--- src/rtl/mem_access_unit.sv ---
// mem_access_unit: MEM-stage load/store initiator driving a word-wide data memory.
// Ports: cpu* = pipeline request/result, stall/accessErr = status, mem* = memory handshake.
module mem_access_unit (
   input  logic        clk,
   input  logic        rst_n,
   input  logic        cpuRead,
   input  logic        cpuWrite,
   input  logic [1:0]  cpuSize,
   input  logic        cpuSigned,
   input  logic [31:0] cpuAddr,
   input  logic [31:0] cpuWriteData,
   output logic [31:0] cpuReadData,
   output logic        stall,
   output logic        accessErr,
   output logic [31:0] memAddr,
   output logic [31:0] memWriteData,
   output logic        memRead,
   output logic        memWrite,
   input  logic        memReady,
   input  logic [31:0] memReadData
);
   typedef enum logic [2:0] {
      S_IDLE, S_READ, S_WRITE,
      S_RMW_READ, S_RMW_WRITE, S_DONE
   } state_t;

   state_t      state_q, state_d;
   logic [1:0]  lane_q, lane_d;
   logic [1:0]  size_q, size_d;
   logic        sgn_q, sgn_d;
   logic [15:0] wdat_q, wdat_d;
   logic [31:0] rdata_q, rdata_d;
   logic [31:0] maddr_q, maddr_d;
   logic [31:0] mwdata_q, mwdata_d;
   logic        err_q, err_d;

   logic        req, illegal;
   logic [31:0] shifted, ext, lmask, merged;

   assign req = cpuRead | cpuWrite;

   always_comb begin
      illegal = (cpuRead & cpuWrite)
              | (cpuSize == 2'b11)
              | ((cpuSize == 2'b01) & cpuAddr[0])
              | ((cpuSize == 2'b10) & (cpuAddr[1:0] != 2'b00));
   end

   // Alignment guarantees the lane shift also works for halves and words.
   always_comb begin
      shifted = memReadData >> {lane_q, 3'b000};
      unique case (size_q)
         2'b00:   ext = {{24{sgn_q & shifted[7]}}, shifted[7:0]};
         2'b01:   ext = {{16{sgn_q & shifted[15]}}, shifted[15:0]};
         default: ext = shifted;
      endcase
      lmask = ((size_q == 2'b00) ? 32'h0000_00FF : 32'h0000_FFFF)
              << {lane_q, 3'b000};
      merged = (memReadData & ~lmask)
             | (({16'h0000, wdat_q} << {lane_q, 3'b000}) & lmask);
   end

   always_comb begin
      state_d  = state_q;
      lane_d   = lane_q;
      size_d   = size_q;
      sgn_d    = sgn_q;
      wdat_d   = wdat_q;
      rdata_d  = rdata_q;
      maddr_d  = maddr_q;
      mwdata_d = mwdata_q;
      err_d    = 1'b0;
      stall    = 1'b0;
      memRead  = 1'b0;
      memWrite = 1'b0;
      unique case (state_q)
         S_IDLE: begin
            if (req && illegal) begin
               err_d = 1'b1;
            end else if (req) begin
               stall   = 1'b1;
               lane_d  = cpuAddr[1:0];
               size_d  = cpuSize;
               sgn_d   = cpuSigned;
               wdat_d  = cpuWriteData[15:0];
               maddr_d = {2'b00, cpuAddr[31:2]};
               if (cpuRead) begin
                  state_d = S_READ;
               end else if (cpuSize == 2'b10) begin
                  mwdata_d = cpuWriteData;
                  state_d  = S_WRITE;
               end else begin
                  state_d = S_RMW_READ;
               end
            end
         end
         S_READ: begin
            stall   = 1'b1;
            memRead = 1'b1;
            if (memReady) begin
               rdata_d = ext;
               state_d = S_DONE;
            end
         end
         S_RMW_READ: begin
            stall   = 1'b1;
            memRead = 1'b1;
            if (memReady) begin
               mwdata_d = merged;
               state_d  = S_RMW_WRITE;
            end
         end
         S_WRITE, S_RMW_WRITE: begin
            stall    = 1'b1;
            memWrite = 1'b1;
            if (memReady) state_d = S_DONE;
         end
         S_DONE:  state_d = S_IDLE;
         default: state_d = S_IDLE;
      endcase
      // A request seen during reset must not hold the pipeline.
      stall = stall & rst_n;
   end

   always_ff @(posedge clk or negedge rst_n) begin
      if (!rst_n) begin
         state_q  <= S_IDLE;
         lane_q   <= 2'b00;
         size_q   <= 2'b00;
         sgn_q    <= 1'b0;
         wdat_q   <= 16'h0000;
         rdata_q  <= 32'h0;
         maddr_q  <= 32'h0;
         mwdata_q <= 32'h0;
         err_q    <= 1'b0;
      end else begin
         state_q  <= state_d;
         lane_q   <= lane_d;
         size_q   <= size_d;
         sgn_q    <= sgn_d;
         wdat_q   <= wdat_d;
         rdata_q  <= rdata_d;
         maddr_q  <= maddr_d;
         mwdata_q <= mwdata_d;
         err_q    <= err_d;
      end
   end

   assign cpuReadData  = rdata_q;
   assign accessErr    = err_q;
   assign memAddr      = maddr_q;
   assign memWriteData = mwdata_q;
endmodule

--- config.mk ---
export PLATFORM = sky130hd
export DESIGN_NAME = mem_access_unit
export DESIGN_NICKNAME = d
export VERILOG_FILES = /design/src/rtl/mem_access_unit.sv
export SDC_FILE = /design/constraint.sdc
export NUM_CORES = 1
export LEC_CHECK = 0
export CORE_MARGIN = 1.5
export CORE_UTILIZATION = 42
export CTS_CLUSTER_SIZE = 12
export DETAILED_ROUTE_END_ITERATION = 8
export HOLD_SLACK_MARGIN = 0.06
export PLACE_DENSITY = 0.78
export SLEW_MARGIN = 20
export SYNTH_ARGS = -nofsm -noshare
export SYNTH_HDL_FRONTEND = slang
export SYNTH_SLANG_ARGS = --single-unit
--- constraint.sdc ---
create_clock -name clk -period 2.7 [get_ports clk]
set_clock_uncertainty 0.2 [all_clocks]
set_input_delay 0.81 -clock clk [delete_from_list [all_inputs] [get_ports clk]]
set_output_delay 0.81 -clock clk [all_outputs]
set_load 0.005 [all_outputs]
== Yosys cells after proc, flatten, opt, wreduce, memory -nomap -nowiden ==
Cells that the tools add are included.
Widths: inputs -> output; s select.

* Flip-flop bits (word level): 119
* Input port bits: 104
* Output and inout port bits: 100
* Logic and storage cells: 76

* Eq/ne operators: 14
* Shift-type cells: 3
* Muxes and demuxes: 22
* Bitwise operators: 15
* Reductions and logical operators: 13

{| class="wikitable"
|+ Operators with widths
! kind !! number
|-
| $mux 32 || 5
|-
| $pmux 32 s2 || 2
|-
| $and 32x32->32 || 2
|-
| $shl 16x5->32 || 2
|-
| $not 32->32 || 1
|-
| $or 32x32->32 || 1
|-
| $shr 32x5->32 || 1
|-
| $mux 16 || 1
|-
| $mux 3 || 4
|-
| $ne 2x2->1 const B || 5
|-
| $pmux 3 s3 || 1
|-
| $mux 1 || 7
|-
| $and 1x1->1 || 6
|-
| $eq 3x2->1 const B || 2
|-
| $reduce_and 6->1 || 1
|-
| $eq 2x1->1 const B || 2
|-
| $eq 2x2->1 const B || 2
|-
| $or 1x1->1 || 4
|-
| $reduce_and 4->1 || 1
|-
| $reduce_bool 2->1 || 2
|-
| $reduce_or 2->1 || 2
|-
| $reduce_or 4->1 || 1
|-
| $eq 3x1->1 const B || 1
|-
| $eq 3x3->1 const B || 1
|-
| other kinds (10) || 10
|}

== Longest topological paths before layout ==
* Depth in word-level cells: 8
* Gate-level depth with buffers: 8
* Mapped depth without buffers: 5

== Worst setup path before layout ==
Ideal clock, no wire load.

* Path type: in2out
* From: input cpuSize[0]
* To: output stall
* Data arrival time: 1.787 ns
* Data required time: 1.690 ns
* Setup slack: -0.097 ns
* Stages: 5
* Buffers on the path: 1
* Cells stage by stage: nor3_1 -> o21ai_0 -> nor2_2 -> buf_4 -> o21a_1

* Cells in the longest elaborated chain, start to end: 8
* Elaborated cells between the ends (all ways): 12
* Classes of those cells: eq/ne: 3; mux: 2; bitwise: 6; reduce/logical: 1

{| class="wikitable"
|+ RTL lines
! what !! line !! source
|-
| from (decl) || 8 || <nowiki>input logic [1:0] cpuSize,</nowiki>
|-
| $eq 2x2->1 or $eq 2x1->1 (tied branches) || 44, 45 ||
|-
| $or 1x1->1 or $and 1x1->1 (tied branches) || 44, 45 ||
|-
| $or 1x1->1 || 45 || <nowiki>| ((cpuSize == 2'b01) & cpuAddr[0])</nowiki>
|-
| $or 1x1->1 * || 46 || <nowiki>| ((cpuSize == 2'b10) & (cpuAddr[1:0] != 2'b00));</nowiki>
|-
| $logic_and 1x1->1 * || 78 || <nowiki>if (req && illegal) begin</nowiki>
|-
| $mux 1 * || 78 ||
|-
| $pmux 1 s2 * || 76 || <nowiki>unique case (state_q)</nowiki>
|-
| $and 1x1->1 * || 122 || <nowiki>stall = stall & rst_n;</nowiki>
|-
| to (decl) || 13 || <nowiki>output logic stall,</nowiki>
|}

Mark *: on every way between the ends. The rest lies on a longest branch, timed or not.

== Final worst setup path ==
* From: input cpuAddr[1]
* To: output stall

* Cells in the longest elaborated chain, start to end: 7

{| class="wikitable"
|+ RTL lines
! what !! line !! source
|-
| from (decl) || 10 || <nowiki>input logic [31:0] cpuAddr,</nowiki>
|-
| $reduce_bool 2->1 || 46 ||
|-
| $and 1x1->1 || 46 ||
|-
| $or 1x1->1 || 46 ||
|-
| $logic_and 1x1->1 || 78 ||
|-
| $mux 1 || 78 ||
|-
| $pmux 1 s2 || 76 ||
|-
| $and 1x1->1 || 122 ||
|}

Every way passes these cells.

==> run_results.csv <==
group,metric,value,unit
run_status,status,"finished, final reports clean",
critical_path,arrival,1640,ps
grt,grt_overflow,0,
routing,wl_per_cell,19.2,um
critical_path,end_kind,"primary output",
logic_synthesis,async_flop_share,1.00,
critical_path,crit_path_start_kind,"input port",
clock_network,cts_tree,"yes",
logic_synthesis,yosysSeqAreaShare,0.495,
pwr,pwr-share-comb,0.448,
logic_synthesis,ys_seq_elements,119,
die,die_w,123,um
clock_network,clk_latency,420,ps
routing,first_iter_violations,286,
routing,via_per_inst,5.44,
logic_synthesis,avgSynthCellArea,10.5,um2
routing,detail_route.first_pass.iterations,5,
routing,drc,0,
critical_path,path_depth,6,
pwr,p_int,0.00695,W
pwr,switching_share,0.333,
final_layout,drive_above_1_share,0.215,
critical_path,crit_family,"compound AO/OA/AOI/OAI gates",
clock_network,cts_inserted_buffers,17,
logic_synthesis,syn-instance-count,571,
timing,rsz0062_at_grt,"false",
logic_synthesis,yosysUniqueCellTypes,46,
routing,ant_nets,0,
timing,slew_viol_final,0,
timing,finalHoldViolations,0,
routing,vias,5338,
logic_synthesis,syn_area,6020,um2
timing,finalSetupViolations,0,
pwr,p_per_area,1150,nW/um2
final_layout,fin_util,0.648,
grt,grt_pass1_vias,5493,
placement,port_buffers,201,
die,die_height,123,um
die,ioPinCount,204,
critical_path,crit_path_max_fanout,2,
critical_path,cp_slowest_stage_delay,240,ps
grt,grt_antenna_before_repair,0,
critical_path,ff2ff_path_depth,6,
die,design.die.area,15100,um2
clock_network,root_buffer,"clkbuf_16",
routing,wirelength,18900,um
logic_synthesis,synth-edff-count,0,
grt,grt_pass1_wl,29400,um
final_layout,fin_nets,892,
pwr,clkPwrFrac,0.233,
pwr,ir_worst_vdd,724,uV
critical_path,crit_buf_inv,2,
final_layout,diodes,0,
final_layout,area_delta_synth_final,50.0,%
grt,grt_use_total,0.260,
clock_network,hold_buffers,0,
die,initial_core_util,0.432,
critical_path,crit_slowest_cell,"dlygate4sd2_1",
critical_path,critPathKind,"input port to primary output",
clock_network,clkTransAtPathRegs,60,ps
timing,worstMarginPinSlew,678,ps
clock_network,cts.sinks,119,
timing,slew-limit-headroom,0.548,
clock_network,htreeDepth,4,
grt,grt_max_degree,120,
timing,fmax,378,MHz
clock_network,cts_buffer_depth,2,
placement,hpwl,14000,um
critical_path,reg2reg_slack,360,ps
die,rows,43,
logic_synthesis,yosys_warnings,0,
critical_path,critPathRequiredTime,1690,ps
min_path,hp-class,"input port to asynchronous set/reset pin",
run,maxCapViolCount,0,
logic_synthesis,synthFlopType,"dfrtp_1",
placement,gp_congestion,0.878,
final_layout,fill_cells,1093,
timing,period_needed,2650,ps
pwr,power.share.sequential,0.318,
pwr,leakagePower,3.82,nW
timing,fin_crit_sh,0.981,
timing,hold_ws,291,ps
critical_path,worstPathCellList,"dlygate4sd2_1 -> nor3_2 -> o21ai_2 -> nor2_4 -> o21a_1 -> buf_2",
die,coreArea,13900,um2
pwr,switchingPower,0.00347,W
[through the flow]
| stage | std cells | power, W | instance area, um2 | worst slack [ps] | TNS (ps) |
|---|---|---|---|---|---|
| floorplan | 572 | 0.00548 | 6020 | 13.7 | 0 |
| global placement | 945 | 0.00780 | 8350 | -674 | -32870 |
| detailed placement | 945 | 0.00796 | 8350 | -671 | -35060 |
| CTS | 979 | 0.0104 | 9020 | 5.99 | 0 |
| global route | 981 | 0.0111 | 9020 | 2.74 | 0 |
| finish | 981 | 0.0104 | 9020 | 52.6 | 0 |
[sequential cells by signal, summed over array words and instances (netlist names), 2 cells and up]
| name | flops |
|---|---|
| cpuReadData | 32 |
| lane_q | 2 |
| memAddr | 30 |
| memWriteData | 32 |
| size_q | 2 |
| state_q | 3 |
| wdat_q | 16 |
[repair_timing]
action / 4_1_cts / 5_1_grt
setup buffers: 2 / 2
endpoints found under the setup margin: 15 / 1
resized for setup: 23 / 6
pin swaps: 3 / 3
[cells in the mapped netlist (9+ instances only)]
master      n  area, um2
a21oi_1    29        145
a21oi_2    14        123
a31oi_1    16        100
clkbuf_1   19       71.3
dfrtp_1   119       2980
inv_1      17       63.8
mux2_2     67        754
mux2i_1    32        320
nand2_1    51        191
nand3_1    18       90.1
nor2_1     53        199
nor3_1      9       45.0
o21a_1      9       67.6
o21ai_0    28        140
[metal layers]
metal	share of wire	track usage
met3	0.090	0.0860
met5	0	0
met4	0.017	0.0850
met1	0.41	0.330
met2	0.48	0.420
[cells in the final DEF (no fill, tap or decap), types with 3 or more instances in the layout]
| master | count |
|---|---|
| dlygate4sd2_1 | 3 |
| a31oi_1 | 16 |
| bufinv_16 | 4 |
| nand2_1 | 50 |
| o21a_1 | 9 |
| buf_12 | 5 |
| nand3_1 | 18 |
| mux2_2 | 67 |
| mux2i_1 | 32 |
| o21ai_0 | 27 |
| clkbuf_8 | 3 |
| clkdlybuf4s50_1 | 192 |
| nor2b_1 | 5 |
| buf_4 | 36 |
| nor2_1 | 52 |
| a21oi_2 | 15 |
| a211oi_1 | 8 |
| clkinv_4 | 3 |
| a21oi_1 | 28 |
| o221ai_1 | 8 |
| a22oi_1 | 8 |
| inv_1 | 17 |
| dfrtp_1 | 118 |
| nor3_1 | 8 |
| a221o_1 | 8 |
| buf_2 | 3 |
| clkbuf_16 | 17 |
[kinds of logic after synthesis]
group / after synthesis / synth area share
AND/OR/NAND/NOR: 150 / 0.109
XOR/XNOR: 2 / 0.00291
multiplexers: 100 / 0.181
other: 1 / 0.000623
AO/OA/AOI/OAI: 138 / 0.160
flip-flops: 119 / 0.495
buffers and inverters: 61 / 0.0522
[final cells by class]
class                      instances  area, um2  area share
tap                              180        225      0.0250
sequential                       119       2980       0.330
inverter                          17       63.8     0.00707
multi-input combinational        392       2770       0.307
clock buffer                      21        470      0.0521
clock inverter                    11        171      0.0190
timing repair buffer             241       2340       0.260
[power groups by stage]
stage                     Combinational, W  Clock [W]  Sequential, W
final                              0.00467    0.00243        0.00332
after global routing               0.00507    0.00255        0.00344
after CTS                          0.00467    0.00246        0.00332
after detailed placement           0.00462          0        0.00334
after global placement             0.00451          0        0.00329
after floorplan                    0.00227          0        0.00321
[final timing paths]
path | start | end
min in group clk | cpuReadData[20] | cpuReadData[20]
setup / recovery | cpuAddr[1] | stall
max in group asynchronous | rst_n | memWriteData[18]
setup reg to reg | state_q[0] | memWriteData[1]
hold / removal | rst_n | accessErr
hold reg to reg | cpuReadData[20] | cpuReadData[20]
(Power assumes the default switching activity.)
